## config.mk

```make
export PLATFORM = sky130hd
export DESIGN_NAME = mem_port_arbiter
export DESIGN_NICKNAME = d
export VERILOG_FILES = /design/src/rtl/mem_port_arbiter.sv
export SDC_FILE = /design/constraint.sdc
export NUM_CORES = 1
export LEC_CHECK = 0
export BUFFER_PORTS_ARGS = -buffer_cell sky130_fd_sc_hd__buf_2
export CAP_MARGIN = 30
export CORE_MARGIN = 3
export CORE_UTILIZATION = 48
export DETAILED_ROUTE_END_ITERATION = 16
export PLACE_DENSITY = 0.8
export SLEW_MARGIN = 20
export SYNTH_ARGS = -nofsm -noshare
export SYNTH_HDL_FRONTEND = slang
export SYNTH_SLANG_ARGS = --single-unit
```

## constraint.sdc

```tcl
create_clock -name clk -period 2.1 [get_ports clk]
set_input_delay 0.315 -clock clk [delete_from_list [all_inputs] [get_ports clk]]
set_output_delay 0.315 -clock clk [all_outputs]
set_load 0.05 [all_outputs]
```

## src/rtl/mem_port_arbiter.sv

```systemverilog
// Shares one backing-memory port between I-cache line refills (burst) and single-word data accesses.
// Latency: grant one cycle after request; each completion/valid one cycle after its mem_ack_i.
// Backpressure: a missing mem_ack_i holds the current beat; requesters hold req until their done pulse.
module mem_port_arbiter #(
    parameter int ADDR_WIDTH = 32,
    parameter int DATA_WIDTH = 32,
    parameter int LINE_WORDS = 4
) (
    input  logic                          clk,
    input  logic                          rst,
    input  logic                          i_req_i,
    input  logic [ADDR_WIDTH-1:0]         i_addr_i,
    output logic [DATA_WIDTH-1:0]         i_rdata_o,
    output logic                          i_valid_o,
    output logic [$clog2(LINE_WORDS)-1:0] i_word_idx_o,
    output logic                          i_done_o,
    input  logic                          d_req_i,
    input  logic                          d_we_i,
    input  logic [ADDR_WIDTH-1:0]         d_addr_i,
    input  logic [DATA_WIDTH-1:0]         d_wdata_i,
    input  logic [3:0]                    d_be_i,
    output logic [DATA_WIDTH-1:0]         d_rdata_o,
    output logic                          d_done_o,
    output logic                          mem_req_o,
    output logic                          mem_we_o,
    output logic [ADDR_WIDTH-1:0]         mem_addr_o,
    output logic [DATA_WIDTH-1:0]         mem_wdata_o,
    output logic [3:0]                    mem_be_o,
    input  logic                          mem_ack_i,
    input  logic [DATA_WIDTH-1:0]         mem_rdata_i,
    output logic                          busy_o
);

    localparam int IDX_W = $clog2(LINE_WORDS);
    localparam logic [ADDR_WIDTH-1:0] LINE_MASK = ADDR_WIDTH'(LINE_WORDS * 4 - 1);
    localparam logic [ADDR_WIDTH-1:0] WORD_MASK = ADDR_WIDTH'(3);
    localparam logic [IDX_W-1:0]      LAST_BEAT = IDX_W'(LINE_WORDS - 1);

    typedef enum logic [1:0] {
        IDLE,
        I_BURST,
        D_ACCESS
    } state_t;

    state_t                  state_q, state_d;
    logic                    last_d_q, last_d_d;
    logic [IDX_W-1:0]        beat_q, beat_d;
    logic [DATA_WIDTH-1:0]   i_rdata_q, i_rdata_d;
    logic                    i_valid_q, i_valid_d;
    logic [IDX_W-1:0]        i_idx_q, i_idx_d;
    logic                    i_done_q, i_done_d;
    logic [DATA_WIDTH-1:0]   d_rdata_q, d_rdata_d;
    logic                    d_done_q, d_done_d;
    logic                    mem_req_q, mem_req_d;
    logic                    mem_we_q, mem_we_d;
    logic [ADDR_WIDTH-1:0]   mem_addr_q, mem_addr_d;
    logic [DATA_WIDTH-1:0]   mem_wdata_q, mem_wdata_d;
    logic [3:0]              mem_be_q, mem_be_d;
    logic                    busy_q, busy_d;

    logic i_elig, d_elig, grant_i, grant_d;

    // A requester still showing its done pulse holds a stale request; skip it.
    assign i_elig  = i_req_i && !i_done_q;
    assign d_elig  = d_req_i && !d_done_q;
    assign grant_i = i_elig && (!d_elig || last_d_q);
    assign grant_d = d_elig && !grant_i;

    always_comb begin
        state_d     = state_q;
        last_d_d    = last_d_q;
        beat_d      = beat_q;
        i_rdata_d   = i_rdata_q;
        i_valid_d   = 1'b0;
        i_idx_d     = i_idx_q;
        i_done_d    = 1'b0;
        d_rdata_d   = d_rdata_q;
        d_done_d    = 1'b0;
        mem_req_d   = mem_req_q;
        mem_we_d    = mem_we_q;
        mem_addr_d  = mem_addr_q;
        mem_wdata_d = mem_wdata_q;
        mem_be_d    = mem_be_q;

        case (state_q)
            IDLE: begin
                if (grant_i) begin
                    state_d    = I_BURST;
                    last_d_d   = 1'b0;
                    beat_d     = '0;
                    mem_req_d  = 1'b1;
                    mem_we_d   = 1'b0;
                    mem_be_d   = 4'hF;
                    mem_addr_d = i_addr_i & ~LINE_MASK;
                end else if (grant_d) begin
                    state_d     = D_ACCESS;
                    last_d_d    = 1'b1;
                    beat_d      = '0;
                    mem_req_d   = 1'b1;
                    mem_we_d    = d_we_i;
                    mem_be_d    = d_we_i ? d_be_i : 4'hF;
                    mem_addr_d  = d_addr_i & ~WORD_MASK;
                    mem_wdata_d = d_wdata_i;
                end
            end
            I_BURST: begin
                if (mem_ack_i) begin
                    i_rdata_d  = mem_rdata_i;
                    i_idx_d    = beat_q;
                    i_valid_d  = 1'b1;
                    mem_addr_d = mem_addr_q + ADDR_WIDTH'(4);
                    beat_d     = beat_q + IDX_W'(1);
                    if (beat_q == LAST_BEAT) begin
                        i_done_d  = 1'b1;
                        mem_req_d = 1'b0;
                        state_d   = IDLE;
                    end
                end
            end
            D_ACCESS: begin
                if (mem_ack_i) begin
                    if (!mem_we_q) begin
                        d_rdata_d = mem_rdata_i;
                    end
                    d_done_d  = 1'b1;
                    mem_req_d = 1'b0;
                    state_d   = IDLE;
                end
            end
            default: begin
                state_d   = IDLE;
                mem_req_d = 1'b0;
            end
        endcase

        busy_d = (state_d != IDLE);
    end

    always_ff @(posedge clk) begin
        if (!rst) begin
            state_q     <= IDLE;
            last_d_q    <= 1'b0;
            beat_q      <= '0;
            i_rdata_q   <= '0;
            i_valid_q   <= 1'b0;
            i_idx_q     <= '0;
            i_done_q    <= 1'b0;
            d_rdata_q   <= '0;
            d_done_q    <= 1'b0;
            mem_req_q   <= 1'b0;
            mem_we_q    <= 1'b0;
            mem_addr_q  <= '0;
            mem_wdata_q <= '0;
            mem_be_q    <= 4'h0;
            busy_q      <= 1'b0;
        end else begin
            state_q     <= state_d;
            last_d_q    <= last_d_d;
            beat_q      <= beat_d;
            i_rdata_q   <= i_rdata_d;
            i_valid_q   <= i_valid_d;
            i_idx_q     <= i_idx_d;
            i_done_q    <= i_done_d;
            d_rdata_q   <= d_rdata_d;
            d_done_q    <= d_done_d;
            mem_req_q   <= mem_req_d;
            mem_we_q    <= mem_we_d;
            mem_addr_q  <= mem_addr_d;
            mem_wdata_q <= mem_wdata_d;
            mem_be_q    <= mem_be_d;
            busy_q      <= busy_d;
        end
    end

    assign i_rdata_o    = i_rdata_q;
    assign i_valid_o    = i_valid_q;
    assign i_word_idx_o = i_idx_q;
    assign i_done_o     = i_done_q;
    assign d_rdata_o    = d_rdata_q;
    assign d_done_o     = d_done_q;
    assign mem_req_o    = mem_req_q;
    assign mem_we_o     = mem_we_q;
    assign mem_addr_o   = mem_addr_q;
    assign mem_wdata_o  = mem_wdata_q;
    assign mem_be_o     = mem_be_q;
    assign busy_o       = busy_q;

endmodule

```

# Word-level counts from Yosys, hierarchy flattened
# Cells that the tools add are included.
[op_classes]
n_reduce_logical = 22
muxes = 28
add_sub_neg = 2
n_bitwise = 2
n_eq_ne = 7
[ops]
columns = ["cell", "n"]
rows = [
  ["32-bit 2-to-1 mux", 3],
  ["32-bit one-hot mux with 2 select lines", 1],
  ["32-bit by 3-bit adder with 32-bit output, second input constant", 1],
  ["2-bit 2-to-1 mux", 8],
  ["4-bit 2-to-1 mux", 3],
  ["3-bit AND reduction", 4],
  ["1-bit 2-to-1 mux", 10],
  ["2-bit AND reduction", 4],
  ["2-bit != test, second input constant", 3],
  ["2-bit one-hot mux with 3 select lines", 1],
  ["2-bit nonzero test", 3],
  ["2-bit equality test, second input constant", 2],
  ["1-bit logical AND", 4],
  ["1-bit logical NOT", 4],
  ["2-bit one-hot mux with 2 select lines", 1],
  ["4-bit AND reduction", 1],
  ["3-bit != test, second input constant", 1],
  ["1-bit one-hot mux with 3 select lines", 1],
  ["2-bit by 1-bit adder with 2-bit output, second input constant", 1],
  ["2-bit by 1-bit equality test with 1-bit output, second input constant", 1],
  ["2-bit logical NOT", 1],
  ["1-bit inverter", 2],
  ["1-bit logical OR", 1],
]
[word_totals]
word_cells = 76
out_inout_bits = 140
input_bits = 138
register_bits = 145

# Logic depth before layout (Yosys ltp)
[logic_depth]
ltp_word = 11
depth_mapped = 8
depth_no_buf = 6

# Worst setup path before layout
# No wires, ideal clock.
[synth_path]
path_type = "register to register"
start = "register mem_addr_q[2] (netlist: mem_addr_o[2])"
end = "register mem_addr_q[30] (netlist: mem_addr_o[30])"
synth_period_minus_slack_ns = 2.243
n_path_buf = 1
setup_ns = 0.117
t_arrival_ns = 2.126
path_stages_with_launch = 8
slack_ns = -0.143
t_required_ns = 1.983
cell_sequence = "dfxtp_1 ha_1 nand4_1 nor4_4 and2_1 buf_6 a31oi_1 a22o_1"
[synth_via]
elab_chain_len = 3
[synth_lines]
columns = ["item", "line_no", "source"]
rows = [
  ["start: declaration", "56", "logic [ADDR_WIDTH-1:0] mem_addr_q, mem_addr_d;"],
  ["start signal: assignment", "168", "mem_addr_q <= mem_addr_d;"],
  ["32-bit by 3-bit adder with 32-bit output", "111", "mem_addr_d = mem_addr_q + ADDR_WIDTH'(4);"],
  ["32-bit 2-to-1 mux", "107", "if (mem_ack_i) begin"],
  ["32-bit one-hot mux with 2 select lines", "85", "case (state_q)"],
]
# Every way passes these cells. The select of a mux whose other input is x is not followed.
# A chain may end at the register's enable or synchronous reset.

# Final worst setup path
# Same ends and word-level chain as after synthesis.

==> summary.md <==
| Metric | Value |
|---|---|
| Ys async rst share | `0%` |
| Commonest non-fill, non-tap cell in the layout | `buf_2` |
| Top post-synthesis cells by area | `dfxtp_1 (44%), nand2_1 (13%), a21boi_0 (9.6%), a21boi_1 (2.3%), mux2i_1 (2.2%)` |
| Hold Vio Cnt, Final | `0` |
| Worst relative slew slack | `56.0%` |
| Slew @ Worst Pin | `0.660 ns` |
| Filler cells | `1148` |
| Crit-path slowest cell | `dfxtp_2` |
| Full die area | `15000 µm²` |
| CTS Buf Count | `17` |
| Pwr/cell area | `922 nW/µm²` |
| Status | `finished clean` |
| Worst Hold End | `mem_wdata_o[15]$_SDFFE_PN0P_` |
| Most frequent cells in the layout | `buf_2 (268), nand2_1 (224), dfxtp_1 (141)` |
| Setup crit start | `mem_addr_o[2]$_SDFFE_PN0P_` |
| Global-route wire length before repair | `30.4 mm` |
| Final ANT Viol Nets | `0` |
| Fraction of layout cells with a size suffix above 1 | `35.0%` |
| Synthesis warning total | `0` |
| Share of power burned in registers | `38.7%` |
| Highest clock rate | `509 MHz` |
| Post-synthesis sequential area ratio | `44.1%` |
| Gr usage total | `25.5%` |
| Final Slew Violations | `0` |
| GP Congestion | `0.886` |
| DRT Pass-1 Iters | `5` |
| # IOs | `278` |
| Vias | `6503` |
| Row cnt | `41` |
| Worst vdd ir | `0.674 mV` |
| R2R Setup Slk | `0.14 ns` |
| IO buf count | `269` |
| Worst-case clock buffer depth | `2` |
| Dpl hpwl | `13.7 mm` |
| # nets final | `1170` |
| Hold_sp | `d_wdata_i[15]` |
| Setup TNS | `0 ns` |
| Overflow after GRT | `0` |
| Clock Tree Root | `clkbuf_16` |
| Initial core utilization | `50.3%` |
| Final setup fails | `0` |
| CP Max Fanout | `6` |
| Crit end category | `register` |
| Inst Count DP | `1183` |
| Max incr delay on CP | `0.39 ns` |
| CTS Sinks | `143` |
| Synth area leader | `dfxtp_1` |
| Critical-path cell list | `ha_1, nand4_1, nor4_4, and2_2, a31oi_1, a22o_1` |
| Yosys cell types | `66` |
| Hold Path Class | `in -> reg` |
| WP data required | `2.41 ns` |
| Synth Flop Type | `dfxtp_1` |
| Initial antenna violation count | `1` |
| Yosys top cell area share | `44.1%` |
| Die height | `122 µm` |
| DRC errors left | `0` |
| Maxcap violations | `0` |
| EDFF count, synth | `0` |
| Data arrival time of the worst path | `2.27 ns` |
| Worst R2R Path Depth | `6` |
| Clk pwr share | `39.1%` |
| Int Pwr | `5.44 mW` |
| Vias in the first global route | `6097` |
| Comb pwr share | `22.2%` |
| Post-Syn Area | `6500 µm²` |
| P&R area growth vs syn | `32.9%` |
| Worst Skew | `0.00543 ns` |
| R2R Path End | `mem_addr_o[30]$_SDFFE_PN0P_` |
| CP Class | `reg -> reg` |
| Clock-pin slew on the worst setup and hold paths | `0.06 ns` |
| Crit path max-delay family | `simple AND/OR/NAND/NOR gates` |
| Post-Route WL | `19.4 mm` |
| Die width | `122 µm` |
| RSZ-0062 raised after global routing | `false` |
| Period utilisation layout | `93.5%` |
| Core area | `12900 µm²` |
| Ant. Diodes | `0` |
| H-tree Lvls | `4` |
| Via density per instance | `5.35` |
| Per-cell routed wire length | `16.0 µm` |
| Cell Count, Final, Fillers Out | `1215` |
| Final Power | `7.96 mW` |
| Sum of buffers and inverters on the critical path | `0` |
| Syn Area/Cell | `8.37 µm²` |
| CTS tree | `built` |
| Largest net degree at the start of global routing | `103` |
| Mapped Cells | `776` |
| Switching pwr | `2.52 mW` |
| Clock Latency Late Sink | `0.41 ns` |
| Minimum clock period after layout | `1.96 ns` |
| Net Sw Frac | `31.7%` |
| Startpoint Class | `register` |
| Min-Delay Path Depth | `3` |
| Initial DRC count | `399` |
| P_leak | `3.97 nW` |
| RR Startpoint | `mem_addr_o[2]$_SDFFE_PN0P_` |
| Synthesized flop and latch total | `143` |
power by group through the flow:
stage               clock (mW)  combinational [mW]  sequential [mW]
global placement             0                1.74             3.12
finish                    3.11                1.77             3.08
floorplan                    0               0.645             3.72
global route              3.27                1.89             3.10
detailed placement           0                1.76             3.13
CTS                       3.15                1.77             3.07
registers in the layout, summed over array words and instances, names as in the netlist:
| name | flops |
|---|---|
| d_rdata_o | 32 |
| mem_be_o | 4 |
| last_d_q | 1 |
| i_done_o | 1 |
| mem_req_o | 1 |
| beat_q | 2 |
| busy_o | 1 |
| d_done_o | 1 |
| state_q | 2 |
| mem_addr_o | 30 |
| i_word_idx_o | 2 |
| mem_we_o | 1 |
| i_valid_o | 1 |
| mem_wdata_o | 32 |
| i_rdata_o | 32 |
worst reg2reg max path, stage by stage, from the launching register on:
cell and delay (ns):
dfxtp_2 0.39, ha_1 0.24, nand4_1 0.30, nor4_4 0.32, and2_2 0.27, a31oi_1 0.10, a22o_1 0.23
metrics by stage:
stage	util [%]	cell area, µm²	hold WS (ns)	worst slack [ns]
2_1_floorplan	-	6500	0.450	0.0197
3_3_place_gp	62.0	8010	0.438	0.108
3_5_place_dp	62.0	8010	0.444	0.0199
4_1_cts	66.7	8630	0.122	0.0771
5_1_grt	66.8	8630	0.137	0.0108
6_report	66.8	8630	0.137	0.137
area by class of cell:
| class | instances | area [µm²] | share of cell area (%) |
|---|---|---|---|
| Timing Repair Buffer | 295 | 1580 | 18.3 |
| Sequential cell | 143 | 2870 | 33.2 |
| Tap cell | 172 | 215 | 2.49 |
| Inverter | 4 | 15.0 | 0.174 |
| Clock inverter | 10 | 134 | 1.55 |
| Multi-Input combinational cell | 569 | 3340 | 38.7 |
| Clock buffer | 22 | 484 | 5.61 |
per-layer routing:
metal / wire length, µm / track usage, % / up-vias
met2: 9410 / 43.0 / 283
li1: - / - / 3224
met4: 400 / 7.42 / 2
met1: 7920 / 31.8 / 2957
met5: 7 / 0 / -
met3: 1650 / 7.00 / 37
how the worst max path moves through the flow:
| stage | endpoint | slack [ns] | cells past startpoint |
|---|---|---|---|
| floorplan | mem_addr_o[30]$_SDFFE_PN0P_ | 0.02 | 6 |
| global placement | mem_addr_o[14]$_SDFFE_PN0P_ | 0.11 | 6 |
| detailed placement | mem_addr_o[14]$_SDFFE_PN0P_ | 0.02 | 6 |
| CTS | mem_addr_o[14]$_SDFFE_PN0P_ | 0.08 | 5 |
| global route | mem_addr_o[30]$_SDFFE_PN0P_ | 0.01 | 6 |
| finish | mem_addr_o[30]$_SDFFE_PN0P_ | 0.14 | 6 |
cells by family (layout without fill, tap and decap cells):
family / Yosys count / after routing / synth area share (%)
buf+inv: 65 / 331 / 4.87
compound gates: 221 / 221 / 25.1
flops: 143 / 143 / 44.1
simple gates: 325 / 325 / 22.5
mux: 19 / 19 / 3.02
fa+ha+maj: 2 / 2 / 0.385
other cells: 1 / 2 / 0.0577
repair_timing:
| action | 4_1_cts | 5_1_grt |
|---|---|---|
| gates resized for setup | 0 | 3 |
| setup buffers | 0 | 0 |
| hold buffers | 0 | 0 |
| setup endpoints to repair | 0 | 3 |
synthesized netlist by cell type (5+ instances only):
library cell / count
nand2_1: 225
dfxtp_1: 143
a21boi_0: 83
clkbuf_1: 36
a21oi_1: 27
nor2_1: 26
a21boi_1: 20
mux2i_1: 14
a31oi_1: 13
buf_2: 13
nand3_1: 13
and3_1: 11
o21ai_0: 10
o22ai_1: 10
nand4_1: 8
o221a_2: 7
and2_1: 6
buf_4: 6
a211oi_1: 5
mux2_2: 5
nor2b_1: 5
nor3_1: 5
Power figures use the tool's default switching activity.
